[src/rtl/ppu_pkg.sv]
// ppu_pkg: shared types and constants for the CPU-to-PPU register bridge.
//   reg_t     - PPU register selector (PPUCTRL..PPUDATA mirror slots, OAMDMA)
//   bridge_st_t - bridge FSM states
//   *_DEF     - default decode addresses
package ppu_pkg;

  typedef enum logic [3:0] {
    PPUCTRL   = 4'd0,
    PPUMASK   = 4'd1,
    PPUSTATUS = 4'd2,
    OAMADDR   = 4'd3,
    OAMDATA   = 4'd4,
    PPUSCROLL = 4'd5,
    PPUADDR   = 4'd6,
    PPUDATA   = 4'd7,
    OAMDMA    = 4'd8
  } reg_t;

  typedef enum logic [1:0] {
    IDLE    = 2'd0,
    WR_HOLD = 2'd1,
    RD_HOLD = 2'd2
  } bridge_st_t;

  localparam logic [15:0] PPU_BASE_DEF  = 16'h2000;
  localparam logic [15:0] PPU_LIMIT_DEF = 16'h3FFF;
  localparam logic [15:0] DMA_ADDR_DEF  = 16'h4014;

  // Registers whose reads return live PPU data; all others return open bus.
  function automatic logic reg_is_readable(input reg_t r);
    return (r == PPUSTATUS) || (r == OAMDATA) || (r == PPUDATA);
  endfunction

endpackage

[src/rtl/ppu_addr_decode.sv]
// ppu_addr_decode: combinational decode of a CPU access into a PPU register access.
//   cpu_addr/cpu_re/cpu_we - CPU bus request
//   hit                    - access targets the PPU window or an OAMDMA write
//   sel                    - selected PPU register
//   is_write               - access is a write (write wins over simultaneous read)
module ppu_addr_decode
  import ppu_pkg::*;
#(
  parameter logic [15:0] PPU_BASE  = PPU_BASE_DEF,
  parameter logic [15:0] PPU_LIMIT = PPU_LIMIT_DEF,
  parameter logic [15:0] DMA_ADDR  = DMA_ADDR_DEF
) (
  input  logic [15:0] cpu_addr,
  input  logic        cpu_re,
  input  logic        cpu_we,
  output logic        hit,
  output reg_t        sel,
  output logic        is_write
);

  logic in_window;
  logic dma_wr;

  always_comb begin
    in_window = (cpu_addr >= PPU_BASE) && (cpu_addr <= PPU_LIMIT);
    dma_wr    = (cpu_addr == DMA_ADDR) && cpu_we;
    is_write  = cpu_we;
    hit       = (cpu_re || cpu_we) && (in_window || dma_wr);
    sel       = in_window ? reg_t'({1'b0, cpu_addr[2:0]}) : OAMDMA;
  end

endmodule

[src/rtl/ppu_cpu_bridge.sv]
// ppu_cpu_bridge: CPU-side initiator for the PPU register port.
//   clk, rst_n           - system clock, async active-low reset
//   cpu_clk_en           - one-clk pulse per CPU cycle; all state advances on it
//   cpu_addr/re/we/wr_data - CPU bus request
//   cpu_rd_data/rd_valid - read return, one CPU cycle after issue
//   ppu_hit              - last sampled access decoded to the PPU
//   cpu_cyc_par          - CPU cycle parity
//   reg_sel/en/rw/data_in - PPU register request, held for a full CPU cycle
//   reg_data_out         - PPU read data
module ppu_cpu_bridge
  import ppu_pkg::*;
#(
  parameter logic [15:0] PPU_BASE  = PPU_BASE_DEF,
  parameter logic [15:0] PPU_LIMIT = PPU_LIMIT_DEF,
  parameter logic [15:0] DMA_ADDR  = DMA_ADDR_DEF
) (
  input  logic        clk,
  input  logic        rst_n,
  input  logic        cpu_clk_en,
  input  logic [15:0] cpu_addr,
  input  logic        cpu_re,
  input  logic        cpu_we,
  input  logic [7:0]  cpu_wr_data,
  output logic [7:0]  cpu_rd_data,
  output logic        cpu_rd_valid,
  output logic        ppu_hit,
  output logic        cpu_cyc_par,
  output reg_t        reg_sel,
  output logic        reg_en,
  output logic        reg_rw,
  output logic [7:0]  reg_data_in,
  input  logic [7:0]  reg_data_out
);

  bridge_st_t state_q, state_d;
  reg_t       reg_sel_q, reg_sel_d;
  logic       reg_en_q, reg_en_d;
  logic       reg_rw_q, reg_rw_d;
  logic [7:0] reg_data_in_q, reg_data_in_d;
  logic [7:0] cpu_rd_data_q, cpu_rd_data_d;
  logic       cpu_rd_valid_q, cpu_rd_valid_d;
  logic       ppu_hit_q, ppu_hit_d;
  logic       cpu_cyc_par_q, cpu_cyc_par_d;
  logic [7:0] open_bus_q, open_bus_d;

  logic       dec_hit;
  reg_t       dec_sel;
  logic       dec_wr;
  logic [7:0] ret_val;

  ppu_addr_decode #(
    .PPU_BASE  (PPU_BASE),
    .PPU_LIMIT (PPU_LIMIT),
    .DMA_ADDR  (DMA_ADDR)
  ) u_decode (
    .cpu_addr (cpu_addr),
    .cpu_re   (cpu_re),
    .cpu_we   (cpu_we),
    .hit      (dec_hit),
    .sel      (dec_sel),
    .is_write (dec_wr)
  );

  always_comb begin
    state_d        = state_q;
    reg_sel_d      = reg_sel_q;
    reg_en_d       = reg_en_q;
    reg_rw_d       = reg_rw_q;
    reg_data_in_d  = reg_data_in_q;
    cpu_rd_data_d  = cpu_rd_data_q;
    cpu_rd_valid_d = 1'b0;
    ppu_hit_d      = ppu_hit_q;
    cpu_cyc_par_d  = cpu_cyc_par_q;
    open_bus_d     = open_bus_q;
    ret_val        = reg_is_readable(reg_sel_q) ? reg_data_out : open_bus_q;

    if (cpu_clk_en) begin
      cpu_cyc_par_d = ~cpu_cyc_par_q;

      // Return of the held read shares the edge with the next issue; a hit
      // write on the same edge is later on the bus and wins the open-bus latch.
      if (state_q == RD_HOLD) begin
        cpu_rd_data_d  = ret_val;
        cpu_rd_valid_d = 1'b1;
        open_bus_d     = ret_val;
      end

      if (dec_hit) begin
        reg_sel_d = dec_sel;
        reg_rw_d  = dec_wr;
        reg_en_d  = 1'b1;
        ppu_hit_d = 1'b1;
        if (dec_wr) begin
          reg_data_in_d = cpu_wr_data;
          open_bus_d    = cpu_wr_data;
          state_d       = WR_HOLD;
        end else begin
          state_d = RD_HOLD;
        end
      end else begin
        reg_en_d  = 1'b0;
        ppu_hit_d = 1'b0;
        state_d   = IDLE;
      end
    end
  end

  always_ff @(posedge clk or negedge rst_n) begin
    if (!rst_n) begin
      state_q        <= IDLE;
      reg_sel_q      <= PPUCTRL;
      reg_en_q       <= 1'b0;
      reg_rw_q       <= 1'b0;
      reg_data_in_q  <= '0;
      cpu_rd_data_q  <= '0;
      cpu_rd_valid_q <= 1'b0;
      ppu_hit_q      <= 1'b0;
      cpu_cyc_par_q  <= 1'b0;
      open_bus_q     <= '0;
    end else begin
      state_q        <= state_d;
      reg_sel_q      <= reg_sel_d;
      reg_en_q       <= reg_en_d;
      reg_rw_q       <= reg_rw_d;
      reg_data_in_q  <= reg_data_in_d;
      cpu_rd_data_q  <= cpu_rd_data_d;
      cpu_rd_valid_q <= cpu_rd_valid_d;
      ppu_hit_q      <= ppu_hit_d;
      cpu_cyc_par_q  <= cpu_cyc_par_d;
      open_bus_q     <= open_bus_d;
    end
  end

  assign reg_sel      = reg_sel_q;
  assign reg_en       = reg_en_q;
  assign reg_rw       = reg_rw_q;
  assign reg_data_in  = reg_data_in_q;
  assign cpu_rd_data  = cpu_rd_data_q;
  assign cpu_rd_valid = cpu_rd_valid_q;
  assign ppu_hit      = ppu_hit_q;
  assign cpu_cyc_par  = cpu_cyc_par_q;

endmodule
[config.mk]
export PLATFORM = sky130hd
export DESIGN_NAME = ppu_cpu_bridge
export DESIGN_NICKNAME = d
export VERILOG_FILES = /design/src/rtl/ppu_pkg.sv /design/src/rtl/ppu_addr_decode.sv /design/src/rtl/ppu_cpu_bridge.sv
export SDC_FILE = /design/constraint.sdc
export NUM_CORES = 1
export LEC_CHECK = 0
export BUFFER_PORTS_ARGS = -buffer_cell sky130_fd_sc_hd__buf_2
export CORE_MARGIN = 3
export CORE_UTILIZATION = 48
export DETAILED_ROUTE_END_ITERATION = 7
export PLACE_DENSITY = 0.79
export SYNTH_ARGS = -nofsm -noshare
export SYNTH_HDL_FRONTEND = slang
export SYNTH_HIERARCHICAL = 1
export SYNTH_SLANG_ARGS = --single-unit
[constraint.sdc]
create_clock -name clk -period 1.9 [get_ports clk]
set_input_delay 0.57 -clock clk [delete_from_list [all_inputs] [get_ports clk]]
set_output_delay 0.57 -clock clk [all_outputs]
set_load 0.01 [all_outputs]
Word level (Yosys, flattened, before mapping)
Index checks and enable logic that the tools add are counted.
{"block": "word_totals", "register_bits": 34, "word_cells": 37, "out_inout_bits": 25, "in_bits": 37}
{"block": "op_classes", "n_reduce_logical": 10, "n_bitwise": 1, "muxes": 10, "magnitude_cmp": 2, "n_eq_ne": 5}
{"operator": "$mux 8", "count": 4}
{"operator": "$eq 16x15->1 const B", "count": 1}
{"operator": "$ge 16x14->1 const B", "count": 1}
{"operator": "$le 16x14->1 const B", "count": 1}
{"operator": "$eq 4x3->1 const B", "count": 2}
{"operator": "$eq 4x2->1 const B", "count": 1}
{"operator": "$logic_or 1x1->1", "count": 4}
{"operator": "$mux 2", "count": 2}
{"operator": "$mux 4", "count": 1}
{"operator": "$reduce_and 2->1", "count": 2}
{"operator": "$logic_and 1x1->1", "count": 3}
{"operator": "$mux 1", "count": 3}
{"operator": "$reduce_and 3->1", "count": 1}
{"operator": "$eq 2x2->1 const B", "count": 1}
{"operator": "$not 1->1", "count": 1}

Longest topological paths before layout
Gate-level depths: netlist of run 1.
{"block": "depth", "ltp_word": 7, "mapped_depth": 8, "mapped_depth_nobuf": 7}

By module
The synthesis of run 1 kept the hierarchy.
{"mod": "ppu_cpu_bridge", "area_per_inst_um2": 1472.7, "cells_per_inst": 120, "instances": 1}
{"mod": "ppu_addr_decode", "area_per_inst_um2": 113.9, "cells_per_inst": 14, "instances": 1}

Worst setup path after synthesis of run 1
OpenSTA, ideal clock, no wires.
{"block": "synth_path", "path_type": "in2reg", "from": "in cpu_addr[5]", "to": "reg open_bus_q[0]", "n_path_buf": 0, "setup_ps": 123, "setup_slack_ps": -162, "arrival_time_ps": 1939, "required_ps": 1777, "cell_stages": 7, "path_cell_list": "and4bb_2 a41oi_1 nor3_2 and2_2 o21ai_0 a21oi_4 o221a_2"}
{"block": "synth_via", "elab_chain_cells": 5}
{"item": "start, declared", "line": "ppu_cpu_bridge.sv:20", "rtl": "input logic [15:0] cpu_addr,"}
{"item": "$ge 16x14->1, or another cell as far along", "line": "ppu_addr_decode.sv:25", "rtl": "in_window = (cpu_addr >= PPU_BASE) && (cpu_addr <= PPU_LIMIT);"}
{"item": "$logic_and 1x1->1, on equally long branches", "line": "ppu_addr_decode.sv:25, ppu_addr_decode.sv:26"}
{"item": "$logic_or 1x1->1 (*)", "line": "ppu_addr_decode.sv:28", "rtl": "hit = (cpu_re || cpu_we) && (in_window || dma_wr);"}
{"item": "$logic_and 1x1->1 (*)", "line": "ppu_addr_decode.sv:28"}
{"item": "named net dec_hit", "line": "ppu_cpu_bridge.sv:46", "rtl": "logic dec_hit;"}
{"item": "$mux 8 (*)", "line": "ppu_cpu_bridge.sv:88", "rtl": "if (dec_hit) begin"}
{"item": "end signal, assigned", "line": "ppu_cpu_bridge.sv:130", "rtl": "open_bus_q <= open_bus_d;"}
{"item": "end, declared", "line": "ppu_cpu_bridge.sv:44", "rtl": "logic [7:0] open_bus_q, open_bus_d;"}
The timed path passes the listed nets; every way through them passes the cells marked *.
A chain may end at the register's enable or synchronous reset.

Final worst setup path of run 1
{"block": "layout_path", "from": "in cpu_addr[8]", "to": "reg open_bus_q[1]"}
Same word-level chain as after synthesis.

==> impl_metrics.env, run 1 <==
export IMPL_cts_buffers=5
export IMPL_die_w_microns=63.5
export IMPL_stdcell_area_sq_um=2060
export IMPL_fp_row_count=20
export IMPL_cts_tree="done"
export IMPL_critPathCaptureType="flop"
export IMPL_firstDrtPassIters=4
export IMPL_vdd_drop_max_uv=589
export IMPL_synth_warning_count=6
export IMPL_slew_headroom=0.530
export IMPL_synth_net_count=171
export IMPL_placed_cells=240
export IMPL_cts_hold_fix_buffers=0
export IMPL_yosysSeqAreaShare=0.536
export IMPL_cts_sinks=34
export IMPL_grt_pass1_wl_microns=5780
export IMPL_place_area_sq_um=1980
export IMPL_arrival_ps=2090
export IMPL_clock_latency_ps=340
export IMPL_drt_wl_total_microns=3590
export IMPL_worst_pin_slew_ps=704
export IMPL_instances_no_fill=247
export IMPL_hpwlAfterDp_microns=2770
export IMPL_area_delta_synth_final_pct=29.8
export IMPL_place_gp_congestion=0.798
export IMPL_setup_viol=0
export IMPL_synth_top_family_by_area="simple AND/OR/NAND/NOR gates"
export IMPL_synth_cell_type_count=35
export IMPL_period_minus_slack_ps=1860
export IMPL_cp_max_fo=16
export IMPL_cts_resized_gates=0
export IMPL_drt_iter0_drc=49
export IMPL_synth_compound_area_share=0.128
export IMPL_synth_xor_area_frac=0.0110
export IMPL_period_share=0.979
export IMPL_path_clk_slew_ps=90
export IMPL_synth_area_sq_um=1590
export IMPL_startpoint_type="primary input"
export IMPL_antenna_found_initial=0
export IMPL_cts_max_level=2
export IMPL_hold_viol_final=0
export IMPL_layout_drive_gt1_share=0.537
export IMPL_num_antenna_cells=0
export IMPL_pre_cts_slack_ps=-304
export IMPL_clock_tree_root_cell="clkbuf_4"
export IMPL_grt_setup_unrepaired="true"
export IMPL_vias=1259
export IMPL_layout_nets=240
export IMPL_fmax_ghz=0.537
export IMPL_min_path_type="in -> async"
export IMPL_portBuffers=61
export IMPL_die_y_microns=63.5
export IMPL_core_sq_um=3100
export IMPL_cellLeakagePower_nw=1.04
export IMPL_fin_skew_ps=4.70
export IMPL_ant_nets=0
export IMPL_syn_inst=134
export IMPL_maxCapViolCount=0
export IMPL_finalWorstSetupSlack_ps=39.2
export IMPL_post_cts_repair_setup_buffers=0
export IMPL_synthAdderAreaFrac=0
export IMPL_io_pins=62
export IMPL_clock_path_buffers=2
export IMPL_grt_overflow=0
export IMPL_grt_pass1_vias=1244
export IMPL_powerDensity_nw_per_um2=927
export IMPL_synth_area_per_cell_sq_um=11.8
export IMPL_p_total_mw=1.91
export IMPL_path_class="in -> reg"
export IMPL_initial_core_util=0.511
export IMPL_synthMuxAreaShare=0.122
export IMPL_drc=0
export IMPL_synth_simple_area_share=0.158
export IMPL_grt_max_degree=35
export IMPL_grt_use_total=0.188
export IMPL_viasPerCell=5.10
export IMPL_avgRoutedWirePerCell_microns=14.6
export IMPL_fill_cells=248
export IMPL_dieArea_sq_um=4030
export IMPL_finalMaxSlewViolations=0
export IMPL_worstPathRequired_ps=2120
export IMPL_run_status="finished, final reports clean"
export IMPL_synth_seq_cells=34
==> where the power goes <==
part	switching (mW)	internal [mW]	total [mW]
registers	0.102	0.904	1.01
logic	0.264	0.276	0.540
clock network	0.223	0.139	0.363
total	0.589	1.32	1.91
==> Yosys cell counts, drive strengths merged <==
cell type  number  area [sq um]
a211o           1          8.76
a211oi          1          7.51
a21boi          1          7.51
a21oi           1          16.3
a41oi           1          8.76
and2            4          26.3
and2b           1          7.51
and4bb          1          12.5
buf             4          31.3
clkbuf          2          17.5
dfrtp          34           851
inv             6          22.5
mux2           11           124
mux2i           7          70.1
nand2          16          60.1
nand3           1          5.00
nand3b          2          18.8
nand4b          1          8.76
nor2            4          15.0
nor2b           2          12.5
nor3            1          10.0
nor4            1          6.26
nor4b           2          30.0
o211ai          1          7.51
o21ai          12          60.1
o221a           7          78.8
o31ai           1          7.51
or2             6          37.5
xnor2           1          8.76
xor2            1          8.76
==> critical path, cell delays in order <==
cell and delay [ps]:
buf_2 120, nor4b_4 300, a41oi_2 150, nor3_2 200
and2_4 230, nand2_8 100, or2_2 280, o221a_2 130
==> final timing paths <==
path | startpoint | endpoint | slack [ps] | depth (start not counted)
worst max-delay path | cpu_addr[8] | open_bus_q[1]$_DFFE_PN0P_ | 40 | 8
worst min-delay path | rst_n | reg_data_in[1]$_DFFE_PN0P_ | 270 | 1
worst min register to register | cpu_rd_data[0]$_DFFE_PN0P_ | cpu_rd_data[0]$_DFFE_PN0P_ | 480 | 2
worst max register to register | reg_sel[1]$_DFFE_PN0P_ | open_bus_q[1]$_DFFE_PN0P_ | 130 | 4
max in group asynchronous | rst_n | cpu_rd_data[2]$_DFFE_PN0P_ | 1180 | 1
min in group clk | cpu_wr_data[0] | reg_data_in[0]$_DFFE_PN0P_ | 470 | 2
==> cell type report <==
cell class	count	area, sq um	area share
clock buffer	7	45.0	0.0219
tap	44	55.1	0.0267
multi-input combinational	88	728	0.354
sequential	34	851	0.413
timing repair buffer	68	358	0.174
inverter	6	22.5	0.0109
==> per-stage QoR <==
| stage | hold slack (ps) | setup TNS (ps) | util |
|---|---|---|---|
| 2_1_floorplan | 274 | -1300 | - |
| 3_3_place_gp | 450 | -3390 | 0.637 |
| 3_5_place_dp | 461 | -4120 | 0.637 |
| 4_1_cts | 292 | 0 | 0.652 |
| 5_1_grt | 305 | -56.7 | 0.664 |
| 6_report | 270 | 0 | 0.664 |
==> cells by family after synthesis <==
family,after synthesis
simple gates,42
flops,34
compound gates,26
mux,18
buf+inv,12
xor+xnor,2
==> state kept, by name, summed over array words and instances, names as in the netlist <==
register and flops:
ppu_hit 1, reg_rw 1, open_bus_q 8, state_q 2, cpu_rd_valid 1, reg_data_in 8, reg_sel 4, cpu_rd_data 8
cpu_cyc_par 1
==> per-layer routing <==
metal	GRT usage	vias to the layer above	part of all wire	wire length, microns
met5	0	-	0	0
met1	0.228	592	0.41	1480
met4	0.108	0	0.040	143
met3	0.0588	10	0.050	181
met2	0.293	45	0.50	1790
li1	-	612	-	-
==> layout by cell type (no fill, tap or decap), types with 5 or more instances in the layout <==
cell,instances
o221a_2,7
or2_2,6
dfrtp_1,34
nand2_1,15
mux2i_1,7
mux2_2,11
buf_4,7
inv_1,6
clkbuf_4,5
buf_2,61
o21ai_0,11
Note: power is estimated with default switching activity, not from simulation.
==> run 2, diff against run 1 <==
--- a/config.mk
+++ b/config.mk
@@ -6,8 +6,8 @@
 export NUM_CORES = 1
 export LEC_CHECK = 0
 export BUFFER_PORTS_ARGS = -buffer_cell sky130_fd_sc_hd__buf_2
-export CORE_MARGIN = 3
 export CORE_UTILIZATION = 48
+export CTS_CLUSTER_DIAMETER = 150
 export DETAILED_ROUTE_END_ITERATION = 7
 export PLACE_DENSITY = 0.79
 export SYNTH_ARGS = -nofsm -noshare
==> run 2 against run 1 <==
  * Die area decreased by 12%
  * Clock power increased by 41%
  * Maximum frequency is 0.44% lower
  * First-iteration DRC count increased by 4.1%
  * Cell count up 0.81%
  * Sequential cell count unchanged
  * Largest cell class unchanged
==> impl_metrics.env, run 2 (same netlist as run 1, synthesis figures left out) <==
export IMPL_dieArea_sq_um=3540
export IMPL_fp_row_count=20
export IMPL_worst_pin_slew_ps=730
export IMPL_num_antenna_cells=0
export IMPL_setup_viol=0
export IMPL_clock_path_buffers=2
export IMPL_cts_tree="done"
export IMPL_grt_pass1_wl_microns=5560
export IMPL_grt_pass1_vias=1234
export IMPL_startpoint_type="primary input"
export IMPL_drt_iter0_drc=51
export IMPL_final_common_cell="buf_2"
export IMPL_area_delta_synth_final_pct=31.8
export IMPL_layout_nets=241
export IMPL_arrival_ps=2090
export IMPL_grt_use_total=0.214
export IMPL_final_util=0.674
export IMPL_path_clk_slew_ps=110
export IMPL_io_pins=62
export IMPL_slew_headroom=0.513
export IMPL_fill_cells=269
export IMPL_powerDensity_nw_per_um2=979
export IMPL_cts_sinks=34
export IMPL_core_sq_um=3100
export IMPL_die_y_microns=59.5
export IMPL_hpwlAfterDp_microns=2590
export IMPL_setup_tns_final_ps=0
export IMPL_run_status="finished, final reports clean"
export IMPL_portBuffers=61
export IMPL_min_path_type="in -> async"
export IMPL_layout_drive_gt1_share=0.546
export IMPL_path_class="in -> reg"
export IMPL_cts_buffers=5
export IMPL_vdd_drop_max_uv=638
export IMPL_place_gp_congestion=0.778
export IMPL_r2r_setup_slack_ps=210
export IMPL_grt_setup_unrepaired="false"
export IMPL_grt_max_degree=35
export IMPL_cp_max_fo=14
export IMPL_stdcell_area_sq_um=2090
export IMPL_critPathCaptureType="flop"
export IMPL_hold_viol_final=0
export IMPL_reg2reg_to="open_bus_q[4]$_DFFE_PN0P_"
export IMPL_cts_max_level=2
export IMPL_die_w_microns=59.5
export IMPL_maxCapViolCount=0
export IMPL_final_cell_mix="buf_2 (61), dfrtp_1 (34), nand2_1 (14), o21ai_0 (11), mux2_2 (11)"
export IMPL_drc=0
export IMPL_clock_tree_root_cell="clkbuf_4"
export IMPL_place_area_sq_um=1980
export IMPL_clock_latency_ps=330
export IMPL_period_share=0.984
export IMPL_reg2reg_from="reg_sel[2]$_DFFE_PN0P_"
export IMPL_fin_skew_ps=13.3
export IMPL_ant_nets=0
export IMPL_period_minus_slack_ps=1870
export IMPL_grt_overflow=0
export IMPL_viasPerCell=5.03
export IMPL_worstPathRequired_ps=2120
export IMPL_post_cts_repair_setup_buffers=0
export IMPL_worst_r2r_cell_count=4
export IMPL_cellLeakagePower_nw=1.06
export IMPL_firstDrtPassIters=4
export IMPL_finalMaxSlewViolations=0
export IMPL_avgRoutedWirePerCell_microns=13.7
export IMPL_initial_core_util=0.511
export IMPL_drt_wl_total_microns=3400
export IMPL_fmax_ghz=0.535
export IMPL_vias=1252
export IMPL_antenna_found_initial=0
## run 2: layout make-up
cell class	count	area [sq um]	area share
Sequential cell	34	851	0.407
Multi-Input combinational cell	88	722	0.345
Timing Repair Buffer	69	365	0.175
Tap cell	44	55.1	0.0263
Clock buffer	7	45.0	0.0215
Clock inverter	1	30.0	0.0144
Inverter	6	22.5	0.0108
## run 2: per-stage QoR
stage	total power, mW	hold WS (ps)	instances	setup WS, ps
global placement	1.52	448	241	-237
CTS	2.06	304	249	35.9
global route	2.17	343	249	8.84
floorplan	1.30	274	134	-98.8
finish	2.05	290	249	31.0
detailed placement	1.55	462	241	-308
## run 2: routing by layer
layer  vias up  routed length (microns)  share of wire  track usage
met3         6                      121          0.036       0.0459
met4         0                       58          0.017        0.106
met2        34                     1720           0.50        0.347
met5         -                        0              0            0
met1       601                     1510           0.44        0.273
li1        611                        -              -            -
## run 2: power breakdown
part	leakage (nW)	switching [mW]	internal, mW
Sequential	0.420	0.101	0.904
Clock	0.0395	0.234	0.279
Combinational	0.600	0.254	0.275
Total	1.06	0.589	1.46
## run 2: worst max-delay path, stage by stage
cell     delay [ps]
buf_2           110
nor4_2          300
a41oi_2         160
nor3_2          210
and2_4          230
nand2_8          90
or2_2           290
o221a_2         130
## run 2: worst max path at each step
stage / startpoint / to / slack, ps / cells past startpoint
after floorplan: cpu_addr[8] / reg_data_in[0]$_DFFE_PN0P_ / -100 / 7
after global placement: cpu_addr[8] / open_bus_q[4]$_DFFE_PN0P_ / -240 / 8
after detailed placement: cpu_addr[13] / open_bus_q[4]$_DFFE_PN0P_ / -310 / 8
after CTS: cpu_addr[13] / open_bus_q[4]$_DFFE_PN0P_ / 40 / 8
after global routing: cpu_addr[13] / open_bus_q[3]$_DFFE_PN0P_ / 9 / 8
final: cpu_addr[6] / open_bus_q[4]$_DFFE_PN0P_ / 30 / 8
## run 2: timing repair
item	CTS	global route
gates resized for setup	0	5
hold buffers	0	0
endpoints found under the setup margin	0	7
